<file path="config.mk">
export PLATFORM = sky130hd
export DESIGN_NAME = instr_decode_top
export DESIGN_NICKNAME = d
export VERILOG_FILES = /design/src/rtl/instr_decode_top.sv
export SDC_FILE = /design/constraint.sdc
export NUM_CORES = 1
export LEC_CHECK = 0
export ABC_AREA = 0
export BUFFER_PORTS_ARGS = -buffer_cell sky130_fd_sc_hd__buf_4
export CAP_MARGIN = 15
export CORE_ASPECT_RATIO = 1.25
export CORE_MARGIN = 2
export CORE_UTILIZATION = 51
export CTS_CLUSTER_SIZE = 10
export DETAILED_ROUTE_END_ITERATION = 16
export PLACE_DENSITY = 0.8
export SYNTH_ARGS = -nofsm -noshare
export SYNTH_HDL_FRONTEND = slang
export SYNTH_SLANG_ARGS = --single-unit
</file>
<file path="constraint.sdc">
create_clock -name clk -period 3.8 [get_ports clk]
set_input_delay 0.19 -clock clk [delete_from_list [all_inputs] [get_ports clk]]
set_output_delay 0.19 -clock clk [all_outputs]
set_load 0.01 [all_outputs]
</file>
<file path="src/rtl/instr_decode_top.sv">
// instr_decode_top: RV32I decode stage that also acts as the ID/EX pipeline register.
// Every output is registered, so results appear one cycle after instr/pc/jalr_ra/stall.
// A stall turns the registered instruction into a bubble by clearing its side-effect
// controls, while the rest of the decode still flows through.
// Optional build macro: ID_ILLEGAL_DETECT_EN adds a registered 'illegal' flag output.

module instr_decode_top #(
    parameter int PC_W = 16
) (
    input  logic            clk,
    input  logic            rst,
    input  logic [31:0]     instr,
    input  logic [PC_W-1:0] pc,
    input  logic [PC_W-1:0] jalr_ra,
    input  logic            stall,
    output logic [PC_W-1:0] dest_pc,
    output logic [4:0]      rs1,
    output logic [4:0]      rs2,
    output logic [4:0]      rd,
    output logic [31:0]     imm32_final,
    output logic            reg_we,
    output logic            mem_we,
    output logic            mem_re,
    output logic            branch,
    output logic            mem_to_reg,
    output logic            alu_src,
    output logic [6:0]      ALU_control,
    output logic [2:0]      mem_read_type,
`ifdef ID_ILLEGAL_DETECT_EN
    output logic            illegal,
`endif
    output logic [1:0]      mem_store_type
);

    localparam logic [6:0] OP_R      = 7'b0110011;
    localparam logic [6:0] OP_IALU   = 7'b0010011;
    localparam logic [6:0] OP_LOAD   = 7'b0000011;
    localparam logic [6:0] OP_STORE  = 7'b0100011;
    localparam logic [6:0] OP_BRANCH = 7'b1100011;
    localparam logic [6:0] OP_LUI    = 7'b0110111;
    localparam logic [6:0] OP_AUIPC  = 7'b0010111;
    localparam logic [6:0] OP_JAL    = 7'b1101111;
    localparam logic [6:0] OP_JALR   = 7'b1100111;

    logic [6:0]      w_opcode;
    logic [2:0]      w_funct3;
    logic            w_isR;
    logic            w_isIAlu;
    logic            w_isLoad;
    logic            w_isStore;
    logic            w_isBranch;
    logic            w_isLui;
    logic            w_isAuipc;
    logic            w_isJal;
    logic            w_isJalr;
    logic            w_isKnown;
    logic            w_isShiftImm;
    logic [31:0]     w_imm;
    logic [4:0]      w_rs1;
    logic [4:0]      w_rs2;
    logic [4:0]      w_rd;
    logic            w_regWe;
    logic            w_aluSrc;
    logic            w_branch;
    logic            w_f7b;
    logic [2:0]      w_aluFunct3;
    logic [2:0]      w_cls;
    logic [PC_W-1:0] w_jalrSum;
    logic [PC_W-1:0] w_destPc;

    logic [PC_W-1:0] r_destPc;
    logic [4:0]      r_rs1;
    logic [4:0]      r_rs2;
    logic [4:0]      r_rd;
    logic [31:0]     r_imm;
    logic            r_regWe;
    logic            r_memWe;
    logic            r_memRe;
    logic            r_branch;
    logic            r_memToReg;
    logic            r_aluSrc;
    logic [6:0]      r_aluControl;
    logic [2:0]      r_memReadType;
    logic [1:0]      r_memStoreType;

    assign w_opcode   = instr[6:0];
    assign w_funct3   = instr[14:12];

    assign w_isR      = (w_opcode == OP_R);
    assign w_isIAlu   = (w_opcode == OP_IALU);
    assign w_isLoad   = (w_opcode == OP_LOAD);
    assign w_isStore  = (w_opcode == OP_STORE);
    assign w_isBranch = (w_opcode == OP_BRANCH);
    assign w_isLui    = (w_opcode == OP_LUI);
    assign w_isAuipc  = (w_opcode == OP_AUIPC);
    assign w_isJal    = (w_opcode == OP_JAL);
    assign w_isJalr   = (w_opcode == OP_JALR);
    assign w_isKnown  = w_isR | w_isIAlu | w_isLoad | w_isStore | w_isBranch |
                        w_isLui | w_isAuipc | w_isJal | w_isJalr;

    // Shift-immediates carry a 5-bit shamt, not a signed 12-bit immediate.
    assign w_isShiftImm = w_isIAlu & ((w_funct3 == 3'b001) | (w_funct3 == 3'b101));

    // Pick the immediate layout for the instruction format; R-type and unknown give zero.
    always_comb begin
        w_imm = 32'd0;
        case (w_opcode)
            OP_IALU: begin
                if (w_isShiftImm) begin
                    w_imm = {27'd0, instr[24:20]};
                end else begin
                    w_imm = {{20{instr[31]}}, instr[31:20]};
                end
            end
            OP_LOAD, OP_JALR: w_imm = {{20{instr[31]}}, instr[31:20]};
            OP_STORE:         w_imm = {{20{instr[31]}}, instr[31:25], instr[11:7]};
            OP_BRANCH:        w_imm = {{19{instr[31]}}, instr[31], instr[7],
                                       instr[30:25], instr[11:8], 1'b0};
            OP_JAL:           w_imm = {{11{instr[31]}}, instr[31], instr[19:12],
                                       instr[20], instr[30:21], 1'b0};
            OP_LUI, OP_AUIPC: w_imm = {instr[31:12], 12'd0};
            default:          w_imm = 32'd0;
        endcase
    end

    assign w_rs1 = (w_isR | w_isIAlu | w_isLoad | w_isStore | w_isBranch | w_isJalr)
                   ? instr[19:15] : 5'd0;
    assign w_rs2 = (w_isR | w_isStore | w_isBranch) ? instr[24:20] : 5'd0;
    assign w_rd  = (w_isR | w_isIAlu | w_isLoad | w_isLui | w_isAuipc | w_isJal | w_isJalr)
                   ? instr[11:7] : 5'd0;

    assign w_regWe  = w_isR | w_isIAlu | w_isLoad | w_isLui | w_isAuipc | w_isJal | w_isJalr;
    assign w_branch = w_isBranch | w_isJal | w_isJalr;
    assign w_aluSrc = w_isKnown & ~w_isR & ~w_isBranch;

    // instr[30] only selects SUB/SRA/SRAI, so it is passed on just for those encodings.
    assign w_f7b       = instr[30] & (w_isR | (w_isIAlu & (w_funct3 == 3'b101)));
    assign w_aluFunct3 = (w_isR | w_isIAlu | w_isBranch) ? w_funct3 : 3'b000;

    // Map the opcode to the ALU class field; unknown opcodes fall to zero.
    always_comb begin
        w_cls = 3'b000;
        case (w_opcode)
            OP_IALU:         w_cls = 3'b001;
            OP_LOAD:         w_cls = 3'b010;
            OP_STORE:        w_cls = 3'b011;
            OP_BRANCH:       w_cls = 3'b100;
            OP_LUI:          w_cls = 3'b101;
            OP_AUIPC:        w_cls = 3'b110;
            OP_JAL, OP_JALR: w_cls = 3'b111;
            default:         w_cls = 3'b000;
        endcase
    end

    assign w_jalrSum = jalr_ra + w_imm[PC_W-1:0];

    // Control-transfer target, wrapping at the PC width; everything else falls through.
    always_comb begin
        w_destPc = pc + PC_W'(4);
        if (w_isBranch || w_isJal) begin
            w_destPc = pc + w_imm[PC_W-1:0];
        end else if (w_isJalr) begin
            w_destPc = w_jalrSum & ~PC_W'(1);
        end
    end

    // ID/EX register: reset clears all, stall squashes only the side-effect controls.
    always_ff @(posedge clk) begin
        if (rst) begin
            r_destPc       <= '0;
            r_rs1          <= 5'd0;
            r_rs2          <= 5'd0;
            r_rd           <= 5'd0;
            r_imm          <= 32'd0;
            r_regWe        <= 1'b0;
            r_memWe        <= 1'b0;
            r_memRe        <= 1'b0;
            r_branch       <= 1'b0;
            r_memToReg     <= 1'b0;
            r_aluSrc       <= 1'b0;
            r_aluControl   <= 7'd0;
            r_memReadType  <= 3'd0;
            r_memStoreType <= 2'd0;
        end else begin
            r_destPc       <= w_destPc;
            r_rs1          <= w_rs1;
            r_rs2          <= w_rs2;
            r_rd           <= w_rd;
            r_imm          <= w_imm;
            r_regWe        <= w_regWe & ~stall;
            r_memWe        <= w_isStore & ~stall;
            r_memRe        <= w_isLoad & ~stall;
            r_branch       <= w_branch & ~stall;
            r_memToReg     <= w_isLoad & ~stall;
            r_aluSrc       <= w_aluSrc;
            r_aluControl   <= {w_f7b, w_aluFunct3, w_cls};
            r_memReadType  <= w_isLoad ? w_funct3 : 3'd0;
            r_memStoreType <= w_isStore ? w_funct3[1:0] : 2'd0;
        end
    end

    assign dest_pc        = r_destPc;
    assign rs1            = r_rs1;
    assign rs2            = r_rs2;
    assign rd             = r_rd;
    assign imm32_final    = r_imm;
    assign reg_we         = r_regWe;
    assign mem_we         = r_memWe;
    assign mem_re         = r_memRe;
    assign branch         = r_branch;
    assign mem_to_reg     = r_memToReg;
    assign alu_src        = r_aluSrc;
    assign ALU_control    = r_aluControl;
    assign mem_read_type  = r_memReadType;
    assign mem_store_type = r_memStoreType;

`ifdef ID_ILLEGAL_DETECT_EN
    logic [6:0] w_funct7;
    logic       w_illegal;
    logic       r_illegal;

    assign w_funct7 = instr[31:25];

    // Flag encodings outside RV32I: unknown opcode, bad funct7, reserved branch funct3.
    always_comb begin
        w_illegal = 1'b0;
        if (!w_isKnown) begin
            w_illegal = 1'b1;
        end else if (w_isR) begin
            w_illegal = !((w_funct7 == 7'b0000000) ||
                          ((w_funct7 == 7'b0100000) &&
                           ((w_funct3 == 3'b000) || (w_funct3 == 3'b101))));
        end else if (w_isIAlu && (w_funct3 == 3'b001)) begin
            w_illegal = (w_funct7 != 7'b0000000);
        end else if (w_isIAlu && (w_funct3 == 3'b101)) begin
            w_illegal = (w_funct7 != 7'b0000000) && (w_funct7 != 7'b0100000);
        end else if (w_isBranch) begin
            w_illegal = (w_funct3 == 3'b010) || (w_funct3 == 3'b011);
        end
    end

    // The illegal flag is a property of the encoding, so a stall does not hide it.
    always_ff @(posedge clk) begin
        if (rst) begin
            r_illegal <= 1'b0;
        end else begin
            r_illegal <= w_illegal;
        end
    end

    assign illegal = r_illegal;
`endif

endmodule

</file>
# Word level (Yosys, flattened, before mapping)
# Index checks and enable logic that the tools add are counted.
[word_totals]
output_inout_bits = 81
elab_cells = 81
ff_bits = 80
[op_classes]
bitwise_logic = 38
reduce_logical = 10
eq_ne = 11
mux = 5
addsub = 3
[ops]
columns = ["cell", "count"]
rows = [
  ["case mux 32 bit (6 select lines)", 1],
  ["adder 16 bit", 2],
  ["2-to-1 mux 16 bit", 2],
  ["2-to-1 mux 32 bit", 1],
  ["== test 7 x 6 -> 1 bit (second input constant)", 3],
  ["== test 7 bit (second input constant)", 3],
  ["case mux 3 bit (7 select lines)", 1],
  ["bitwise OR 1 bit", 20],
  ["OR reduction 2 bit", 9],
  ["adder 16 x 3 -> 16 bit (second input constant)", 1],
  ["== test 7 x 5 -> 1 bit (second input constant)", 2],
  ["bitwise AND 1 bit", 9],
  ["inverter 1 bit", 9],
  ["== test 7 x 2 -> 1 bit (second input constant)", 1],
  ["== test 3 x 1 -> 1 bit (second input constant)", 1],
  ["== test 3 bit (second input constant)", 1],
  ["logical OR 1 bit", 1],
]

# Logic depth before layout (Yosys ltp)
# Gate-level depths: netlist (run 1).
[depth]
depth_word = 11
depth_mapped = 16

# Worst setup path before layout (run 1)
# OpenSTA, ideal clock, no wires.
[synth_timing]
path_type = "input to register"
startpoint = "input port instr[4]"
endpoint = "register r_destPc[10] (netlist: dest_pc[10])"
stages = 13
setup_ns = 0.070
setup_slack_ns = 0.524
t_arrival_ns = 3.205
path_buffers = 1
path_cell_list = "clkbuf_1 -> nand2b_1 -> nor3_1 -> a22oi_1 -> fa_1 -> nand2b_1 -> a21oi_1 -> o21ai_1 -> a211oi_1 -> o21ai_0 -> nor4b_1 -> or4_1 -> a21oi_1"
[synth_between]
elab_chain_len = 7
elab_cells_between_ends = 18
[synth_lines]
columns = ["element", "line_no", "source"]
rows = [
  ["from (decl)", "12", "input logic [31:0] instr,"],
  ["== test 7 x 5 -> 1 bit", "90, 107", ""],
  ["bitwise AND 1 bit", "102", "assign w_isShiftImm = w_isIAlu & ((w_funct3 == 3'b001) | (w_funct3 == 3'b101));"],
  ["2-to-1 mux 32 bit", "109", "if (w_isShiftImm) begin"],
  ["case mux 32 bit (6 select lines)", "107", "case (w_opcode)"],
  ["adder 16 bit", "155", "assign w_jalrSum = jalr_ra + w_imm[PC_W-1:0];"],
  ["2-to-1 mux 16 bit", "162", "end else if (w_isJalr) begin"],
  ["2-to-1 mux 16 bit (*)", "160", "if (w_isBranch || w_isJal) begin"],
  ["to (signal assigned)", "185", "r_destPc <= w_destPc;"],
  ["to (decl)", "71", "logic [PC_W-1:0] r_destPc;"],
]
# Every way passes the cells marked *; elsewhere a longest branch is shown, timed or not.
# A chain may end at the register's enable or synchronous reset.

# Worst setup path in the final report (run 1)
[layout_timing]
startpoint = "input port instr[6]"
endpoint = "register r_destPc[10] (netlist: dest_pc[10])"
# Same word-level chain as after synthesis.

==> results of run 1 <==
[kinds of logic after synthesis]
group | synth area share [%]
AO/OA/AOI/OAI | 19.6
buffers and inverters | 3.52
flip-flops | 35.5
XOR/XNOR | 6.01
AND/OR/NAND/NOR | 25.8
multiplexers | 0.443
adder cells (fa/ha/maj) | 9.20
[per-layer routing]
layer	share of wire, %	global-route usage [%]	vias to the layer above	routed length [um]
met2	52	49.1	192	6930
met4	3.4	11.7	0	456
met3	6.5	4.31	40	869
met1	39	32.6	2115	5170
li1	-	-	2219	-
met5	0	0	-	0
[where the power goes]
group	total, W	switching (W)	internal (W)
clock network	0.000642	0.000319	0.000324
registers	0.000858	0.00000557	0.000852
logic	0.000301	0.000158	0.000143
[final timing paths]
kind | from | to | cells after the start | slack (ns)
worst max-delay path | instr[6] | dest_pc[10]$_SDFF_PP0_ | 15 | 0.34
worst min-delay path | stall | reg_we$_SDFF_PP0_ | 2 | 0.03
[layout make-up]
class	instances	area share (%)
well taps	120	2.51
repair buffers	161	20.2
flip-flops and latches	80	26.8
clock inverters	4	0.858
multi-input cells	428	46.3
inverters	15	0.941
clock buffers	12	2.43
[stage by stage]
step / cells / total power, W / cell area (sq um) / setup slack (ns) / hold slack (ns)
3_5_place_dp: 804 / 0.00117 / 5780 / 0.0345 / 0.389
5_1_grt: 820 / 0.00186 / 5980 / 0.0601 / 0.0243
6_report: 820 / 0.00180 / 5980 / 0.340 / 0.0305
3_3_place_gp: 804 / 0.00117 / 5780 / 0.182 / 0.386
2_1_floorplan: 544 / 0.00104 / 4510 / 0.524 / 0.262
4_1_cts: 820 / 0.00180 / 5980 / 0.386 / 0.0169
[placed cells by master (no fill, tap or decap), drive strengths merged, types with 6 or more instances in the layout]
| master | netlist | routed |
|---|---|---|
| xor2 | 10 | 10 |
| a211oi | 10 | 10 |
| or3 | 6 | 6 |
| nand2 | 51 | 51 |
| nand2b | 10 | 10 |
| xnor2 | 21 | 21 |
| buf | 6 | 161 |
| o21ai | 19 | 19 |
| a21o | 8 | 8 |
| nand3 | 17 | 17 |
| ha | 30 | 30 |
| nor3 | 18 | 18 |
| inv | 15 | 16 |
| nor2b | 13 | 13 |
| nor2 | 46 | 46 |
| and2 | 41 | 41 |
| a21oi | 54 | 54 |
| dfxtp | 80 | 80 |
| clkbuf | 15 | 12 |
| o211ai | 7 | 7 |
| and3 | 9 | 9 |
==> results by group, run 1 <==
Run status
  – Status: completed

Critical path
  – Critical path arrival: 3.75 ns
  – Most frequent CP cell: nor2_1
  – Worst path slowest cell: fa_1
  – Critical path, cell by cell: buf_4, or3_1, nor2_1, nor2_1, nor2_1, a22oi_1, fa_1, nand2b_1, a21oi_1, o21ai_1, a211oi_1, o21ai_0, nor4b_1, or4_1, a21oi_1
  – Crit-path leading delay family: simple AND/OR/NAND/NOR gates
  – Critical path type: input port to flop
  – Crit Path Max Fanout: 15
  – Highest cell delay on the worst timing path: 0.47 ns
  – WP data required: 4.09 ns
  – CP Capture Type: flop
  – Worst path bufs/invs: 1
  – Startpoint types: input port

Floorplanning
  – Core area: 8650 sq um
  – Number of I/O pins: 148
  – Initial core utilization: 52.2%
  – Horiz. Die Dim: 88.2 um
  – Die area: 9630 sq um
  – Row Count: 38
  – Die height: 109 um

Global routing
  – Gr usage total: 27.6%
  – GRT overflow: 0
  – Vias in the first global route: 4312
  – Initial antenna violation count: 0
  – Largest net degree at the start of global routing: 30
  – Global-route wire length before repair: 20600 um

Clock tree
  – Post-cts hold buffer count: 0
  – Cts bufs inserted: 9
  – Root Driver: clkbuf_8
  – Sink Count: 80
  – Clk buf depth: 2
  – Htree depth: 3
  – Post-CTS sizing: 0
  – CTS tree: yes
  – Postcts setup bufs: 0
  – Reg clk slew, reported paths: 0.08 ns

Layout
  – Seq. cell area: 1600 sq um
  – FILL cells: 714
  – Area Growth Syn to Fin: 32.5%
  – Fin util: 69.1%
  – Max reg flops: 32
  – Nets: 794
  – Area of the multi-input gates: 2770 sq um
  – Layout cells sized above 1: 25.9%
  – Diode count: 0

Synth
  – Synthesized cell area: 4510 sq um
  – Synth unique cells: 59
  – Gate Count Post-Synth: 544
  – Synth top cells by count: 80 x dfxtp_1, 53 x a21oi_1, 51 x nand2_1
  – Syn Area/Cell: 8.30 sq um
  – Synth top area cells: dfxtp_1 35%, ha_1 8.3%, a21oi_1 5.9%, and2_1 5.5%, nand2_1 4.2%
  – FF+latch count, synth: 80
  – Biggest area consumer among synthesized cells: dfxtp_1
  – Post-synth EDFFs: 0
  – Post-synth top flop: dfxtp_1
  – Post-synth top area share: 35.5%
  – Async set-reset flop share out of synthesis: 0%
  – Sequential share of the synthesized area: 35.5%
  – Yosys warns: 0
  – Most frequent cell after synthesis: dfxtp_1
  – Syn_nets: 643

STA
  – Final hold viol count: 0
  – Final setup fails: 0
  – RSZ-0062 raised after global routing: false
  – Period utilisation layout: 91.0%
  – Fin. max-slew vios: 0
  – Tmin final: 3.46 ns
  – Slew of the pin with the lowest slew margin: 1.03 ns
  – Setup TNS: 0 ns
  – Rel. slew slack: 31.4%
  – Fmax: 289 MHz

Placed design
  – Port bufs: 147
  – GPL Wtd Cong: 0.970
  – Post-DP HPWL: 10500 um

Route
  – Wirelength, routed: 13400 um
  – DR vias/cell: 5.57
  – Remaining DRCs: 0
  – Pre-Repair DR Iteration Count: 5
  – Antenna Nets Post-Route: 0
  – Drt wl/cell: 16.4 um
  – 1st-iter DRT viols: 266
  – Via count: 4566

Power
  – Pleak: 2.78 nW
  – Pwr per Cell Area: 301 nW/um^2
  – Peak VDD IR: 0.169 mV

Run
  – Max_cap viols: 0

Hold path
  – Worst hold path class: input port to flop
Power figures use the tool's default switching activity.
==> run 2, diff against run 1 <==
PLACE_DENSITY = default   (was 0.8)
PLACE_DENSITY_LB_ADDON = 0.1   (was default)
==> run 2 against run 1 <==
Net effect: sequential power is essentially flat; global-route usage grew 1.2 points; fmax shrank 0.81%; worst setup slack lost 0.028 ns; combinational power is essentially flat.
==> results by group, run 2 (synthesis results as in run 1) <==
Placed design
  – Area post-placement: 5810 sq um
  – Port bufs: 147
  – Post-DP HPWL: 10800 um
  – GPL Wtd Cong: 0.919

Global routing
  – Initial antenna violation count: 0
  – Gr usage total: 28.8%
  – Global-route wire length before repair: 21300 um
  – GRT overflow: 0
  – Vias in the first global route: 4380
  – Largest net degree at the start of global routing: 30

STA
  – Setup TNS: 0 ns
  – Rel. slew slack: 26.7%
  – Final setup fails: 0
  – Worst-case hold slack: 0.0177 ns
  – Slew of the pin with the lowest slew margin: 1.09 ns
  – Fmax: 287 MHz
  – Fin. max-slew vios: 0
  – RSZ-0062 raised after global routing: false
  – Final hold viol count: 0
  – Tmin final: 3.49 ns
  – Period utilisation layout: 91.8%

Route
  – Antenna Nets Post-Route: 0
  – Wirelength, routed: 13900 um
  – Top sig layer: met4
  – Pre-Repair DR Iteration Count: 5
  – Wire length on met3: 683 um
  – Met1 wire length: 5610 um
  – 1st-iter DRT viols: 243
  – Via count: 4562
  – Remaining DRCs: 0
  – WL met2: 7200 um
  – Drt wl/cell: 16.9 um
  – DR vias/cell: 5.54

Clock tree
  – Sink Count: 80
  – Post-CTS sizing: 0
  – Htree depth: 3
  – Post-cts hold buffer count: 0
  – Clk buf depth: 2
  – Postcts setup bufs: 0
  – Root Driver: clkbuf_8
  – Cts bufs inserted: 9
  – Reg clk slew, reported paths: 0.09 ns
  – CTS tree: yes

Floorplanning
  – Horiz. Die Dim: 88.2 um
  – Row Count: 38
  – Core area: 8650 sq um
  – Die area: 9630 sq um
  – Die height: 109 um
  – Number of I/O pins: 148
  – Initial core utilization: 52.2%

Critical path
  – Worst path slowest cell: or3_1
  – Critical path arrival: 3.75 ns
  – Critical path, cell by cell: buf_4, or3_1, and2_1, o21ai_0, ha_1, inv_1, fa_1, nand2b_1, a21oi_1, o211ai_1, a21oi_1, nor3_1, o31ai_1, nor3_1, a2111oi_2
  – Critical path type: input port to flop
  – CP Capture Type: flop
  – Crit Path Max Fanout: 3
  – Startpoint types: input port
  – WP data required: 4.06 ns
  – Highest cell delay on the worst timing path: 0.43 ns

Layout
  – Commonest non-fill, non-tap cell in the layout: buf_4
  – Diode count: 0
  – Design area: 6070 sq um
  – Area Growth Syn to Fin: 34.4%
  – Nets: 798
  – Commonest cells after routing, fill and taps aside: 165 x buf_4, 80 x dfxtp_1, 53 x a21oi_1
  – Layout cells sized above 1: 26.6%
  – Max reg flops: 32
  – Fin util: 70.1%

Power
  – Peak VDD IR: 0.166 mV
  – Pwr per Cell Area: 321 nW/um^2
  – Pleak: 2.83 nW

Hold path
  – Worst Min Path Start: stall
  – Hold Crit Endpoint: reg_we$_SDFF_PP0_
  – Worst hold path class: input port to flop
  – Min-Delay Path Depth: 2

Run
  – Max_cap viols: 0

Run status
  – Status: completed
==> run 2: cell types whose count changed in the layout (fill, tap and decap cells not counted) <==
cell / delta
clkinv_4: +1
clkbuf_1: -2
bufinv_16: +2
clkinv_2: -1
buf_4: +4
==> run 2: worst max-delay path by stage <==
stage | from | to | slack, ns | cells after the start
detailed placement | instr[5] | dest_pc[10]$_SDFF_PP0_ | 0.01 | 15
global placement | instr[5] | dest_pc[14]$_SDFF_PP0_ | 0.18 | 15
finish | instr[5] | dest_pc[14]$_SDFF_PP0_ | 0.31 | 15
CTS | instr[5] | dest_pc[10]$_SDFF_PP0_ | 0.39 | 15
floorplan | instr[4] | dest_pc[10]$_SDFF_PP0_ | 0.52 | 13
global route | instr[5] | dest_pc[14]$_SDFF_PP0_ | 0.03 | 15
==> run 2: layout make-up <==
cell class | instances | area [sq um]
Clock buffer | 10 | 138
Clock inverter | 6 | 115
Fill cell | 731 | 2590
Inverter | 15 | 56.3
Multi-Input combinational cell | 428 | 2770
Sequential cell | 80 | 1600
Tap cell | 120 | 150
Timing Repair Buffer | 165 | 1240
==> run 2: worst max-delay path: cells and delay by family <==
| kind | cells | cell delay (ns) |
|---|---|---|
| AND/OR/NAND/NOR | 5 | 1.05 |
| adder cells (fa/ha/maj) | 2 | 0.68 |
| buffers and inverters | 2 | 0.19 |
| AO/OA/AOI/OAI | 6 | 1.65 |
==> run 2: layer usage <==
| metal | GRT usage [%] | vias to the layer above |
|---|---|---|
| met5 | 0 | - |
| met4 | 12.3 | 0 |
| met3 | 4.84 | 31 |
| met2 | 50.8 | 162 |
| met1 | 34.0 | 2132 |
| li1 | - | 2237 |
==> run 2: power breakdown <==
| group | total (W) | internal (W) | leakage [nW] | switching, W |
|---|---|---|---|---|
| clock | 0.000786 | 0.000458 | 0.123 | 0.000328 |
| sequential | 0.000858 | 0.000852 | 0.649 | 0.00000514 |
| combinational | 0.000303 | 0.000144 | 2.05 | 0.000159 |
==> run 2: through the flow <==
step	total power (W)	setup WS (ns)	std cells
2_1_floorplan	0.00104	0.524	544
3_3_place_gp	0.00117	0.181	808
3_5_place_dp	0.00118	0.0140	808
4_1_cts	0.00195	0.394	824
5_1_grt	0.00202	0.0274	824
6_report	0.00195	0.312	824
==> run 3, diff against run 2 <==
CAP_MARGIN = 0   (was 15)
RECOVER_POWER = 25   (was default)
==> run 3 against run 2 <==
Net effect: cell count unchanged; non-clock buffer count unchanged; critical path depth unchanged; hold slack got worse by 0.00099 ns; clock-buffer cell count stayed put; worst setup slack gained 0.0062 ns; wire length increased by 0.17%; total power fell by 0.24%; combinational power decreased by 2%; die area stayed put; sequential share of layout area is 0.62 points higher; design area fell by 2.3%.
==> results by group, run 3 (synthesis results as in run 1) <==
Floorplanning
  – Horiz. Die Dim: 88.2 um
  – Number of I/O pins: 148
  – Core area: 8650 sq um
  – Die height: 109 um
  – Initial core utilization: 52.2%
  – Row Count: 38
  – Die area: 9630 sq um

Power
  – Peak VDD IR: 0.164 mV
  – Logic pwr share: 15.4%
  – Clock power frac: 40.5%
  – Sw Pwr: 0.000493 W
  – Internal power: 0.00145 W
  – Seq pwr share: 44.2%
  – Sw frac: 25.4%
  – Pwr per Cell Area: 328 nW/um^2
  – Pleak: 2.67 nW
  – Final Power: 0.00194 W

STA
  – Tmin final: 3.48 ns
  – Setup TNS: 0 ns
  – Fin. max-slew vios: 0
  – Rel. slew slack: 29.0%
  – RSZ-0062 raised after global routing: false
  – Period utilisation layout: 91.6%
  – Fmax: 287 MHz
  – Slew of the pin with the lowest slew margin: 1.06 ns
  – Final setup fails: 0
  – Final hold viol count: 0

Clock tree
  – Post-CTS sizing: 0
  – Post-cts hold buffer count: 0
  – Root Driver: clkbuf_8
  – Htree depth: 3
  – Reg clk slew, reported paths: 0.09 ns
  – Clk buf depth: 2
  – CTS tree: yes
  – Cts bufs inserted: 9
  – Postcts setup bufs: 0
  – Sink Count: 80

Route
  – Remaining DRCs: 0
  – Via count: 4585
  – Pre-Repair DR Iteration Count: 5
  – DR vias/cell: 5.56
  – Antenna Nets Post-Route: 0
  – 1st-iter DRT viols: 239
  – Drt wl/cell: 16.9 um
  – Wirelength, routed: 13900 um

Critical path
  – Startpoint types: input port
  – Crit Path Max Fanout: 3
  – WP data required: 4.07 ns
  – Critical path arrival: 3.75 ns
  – CP Capture Type: flop
  – Critical path type: input port to flop

Global routing
  – Global-route wire length before repair: 21300 um
  – Largest net degree at the start of global routing: 30
  – Initial antenna violation count: 0
  – GRT overflow: 0
  – Gr usage total: 28.8%
  – Vias in the first global route: 4380

Hold path
  – Worst hold path class: input port to flop
  – Worst Min Path Start: stall
  – Min-Delay Path Depth: 2
  – Hold Crit Endpoint: reg_we$_SDFF_PP0_

Run status
  – Status: completed

Layout
  – Diode count: 0
  – Commonest cells after routing, fill and taps aside: 128 x buf_4, 80 x dfxtp_1, 53 x a21oi_1
  – Max reg flops: 32
  – FILL cells: 773
  – Seq. cell area: 1600 sq um
  – Area Growth Syn to Fin: 31.3%
  – Commonest non-fill, non-tap cell in the layout: buf_4
  – Nets: 798
  – Layout cells sized above 1: 21.3%
  – Area of the multi-input gates: 2770 sq um

Placed design
  – GPL Wtd Cong: 0.919
  – Port bufs: 147
  – Post-DP HPWL: 10800 um

Run
  – Max_cap viols: 0
-- run 3: cell type report --
type | count | share of cell area, %
Clock buffer | 10 | 2.32
Clock inverter | 6 | 1.94
Inverter | 15 | 0.950
Multi-Input combinational cell | 428 | 46.7
Sequential cell | 80 | 27.0
Tap cell | 120 | 2.53
Timing Repair Buffer | 165 | 18.6
-- run 3: critical path, cell delays in order --
cell       delay (ns)
buf_4            0.12
or3_1            0.43
and2_1           0.21
o21ai_0          0.43
ha_1             0.30
inv_1            0.07
fa_1             0.38
nand2b_1         0.20
a21oi_1          0.26
o211ai_1         0.14
a21oi_1          0.22
nor3_1           0.12
o31ai_1          0.30
nor3_1           0.10
a2111oi_2        0.30
-- run 3: worst max-delay path by stage --
stage / from / end / slack, ns / cells after the start
6_report: instr[5] / dest_pc[14]$_SDFF_PP0_ / 0.32 / 15
5_1_grt: instr[5] / dest_pc[14]$_SDFF_PP0_ / 0.03 / 15
4_1_cts: instr[5] / dest_pc[10]$_SDFF_PP0_ / 0.39 / 15
3_5_place_dp: instr[5] / dest_pc[10]$_SDFF_PP0_ / 0.01 / 15
3_3_place_gp: instr[5] / dest_pc[14]$_SDFF_PP0_ / 0.18 / 15
2_1_floorplan: instr[4] / dest_pc[10]$_SDFF_PP0_ / 0.52 / 13
-- run 3: layer usage --
metal | routed length, um | track usage [%] | up-vias | share of wire (%)
met5 | 0 | 0 | - | 0
met4 | 424 | 12.3 | 0 | 3.0
met3 | 765 | 4.84 | 32 | 5.5
met2 | 7190 | 50.8 | 180 | 52
met1 | 5560 | 34.0 | 2138 | 40
li1 | - | - | 2235 | -
-- run 3: through the flow --
| step | instance area (sq um) | hold WS [ns] | std cells | setup WS [ns] | util, % |
|---|---|---|---|---|---|
| final | 5930 | 0.0167 | 824 | 0.318 | 68.5 |
| after floorplan | 4510 | 0.262 | 544 | 0.524 | - |
| after CTS | 6070 | 0.00314 | 824 | 0.394 | 70.1 |
| after global routing | 5930 | 0.0193 | 824 | 0.0274 | 68.5 |
| after global placement | 5810 | 0.386 | 808 | 0.181 | 67.2 |
| after detailed placement | 5810 | 0.389 | 808 | 0.0140 | 67.2 |
-- run 3: power by group through the flow --
stage / combinational (W) / sequential (W) / clock (W)
after global placement: 0.000297 / 0.000877 / 0
after floorplan: 0.000152 / 0.000884 / 0
after global routing: 0.000325 / 0.000859 / 0.000832
after CTS: 0.000301 / 0.000858 / 0.000795
final: 0.000298 / 0.000858 / 0.000787
after detailed placement: 0.000299 / 0.000877 / 0
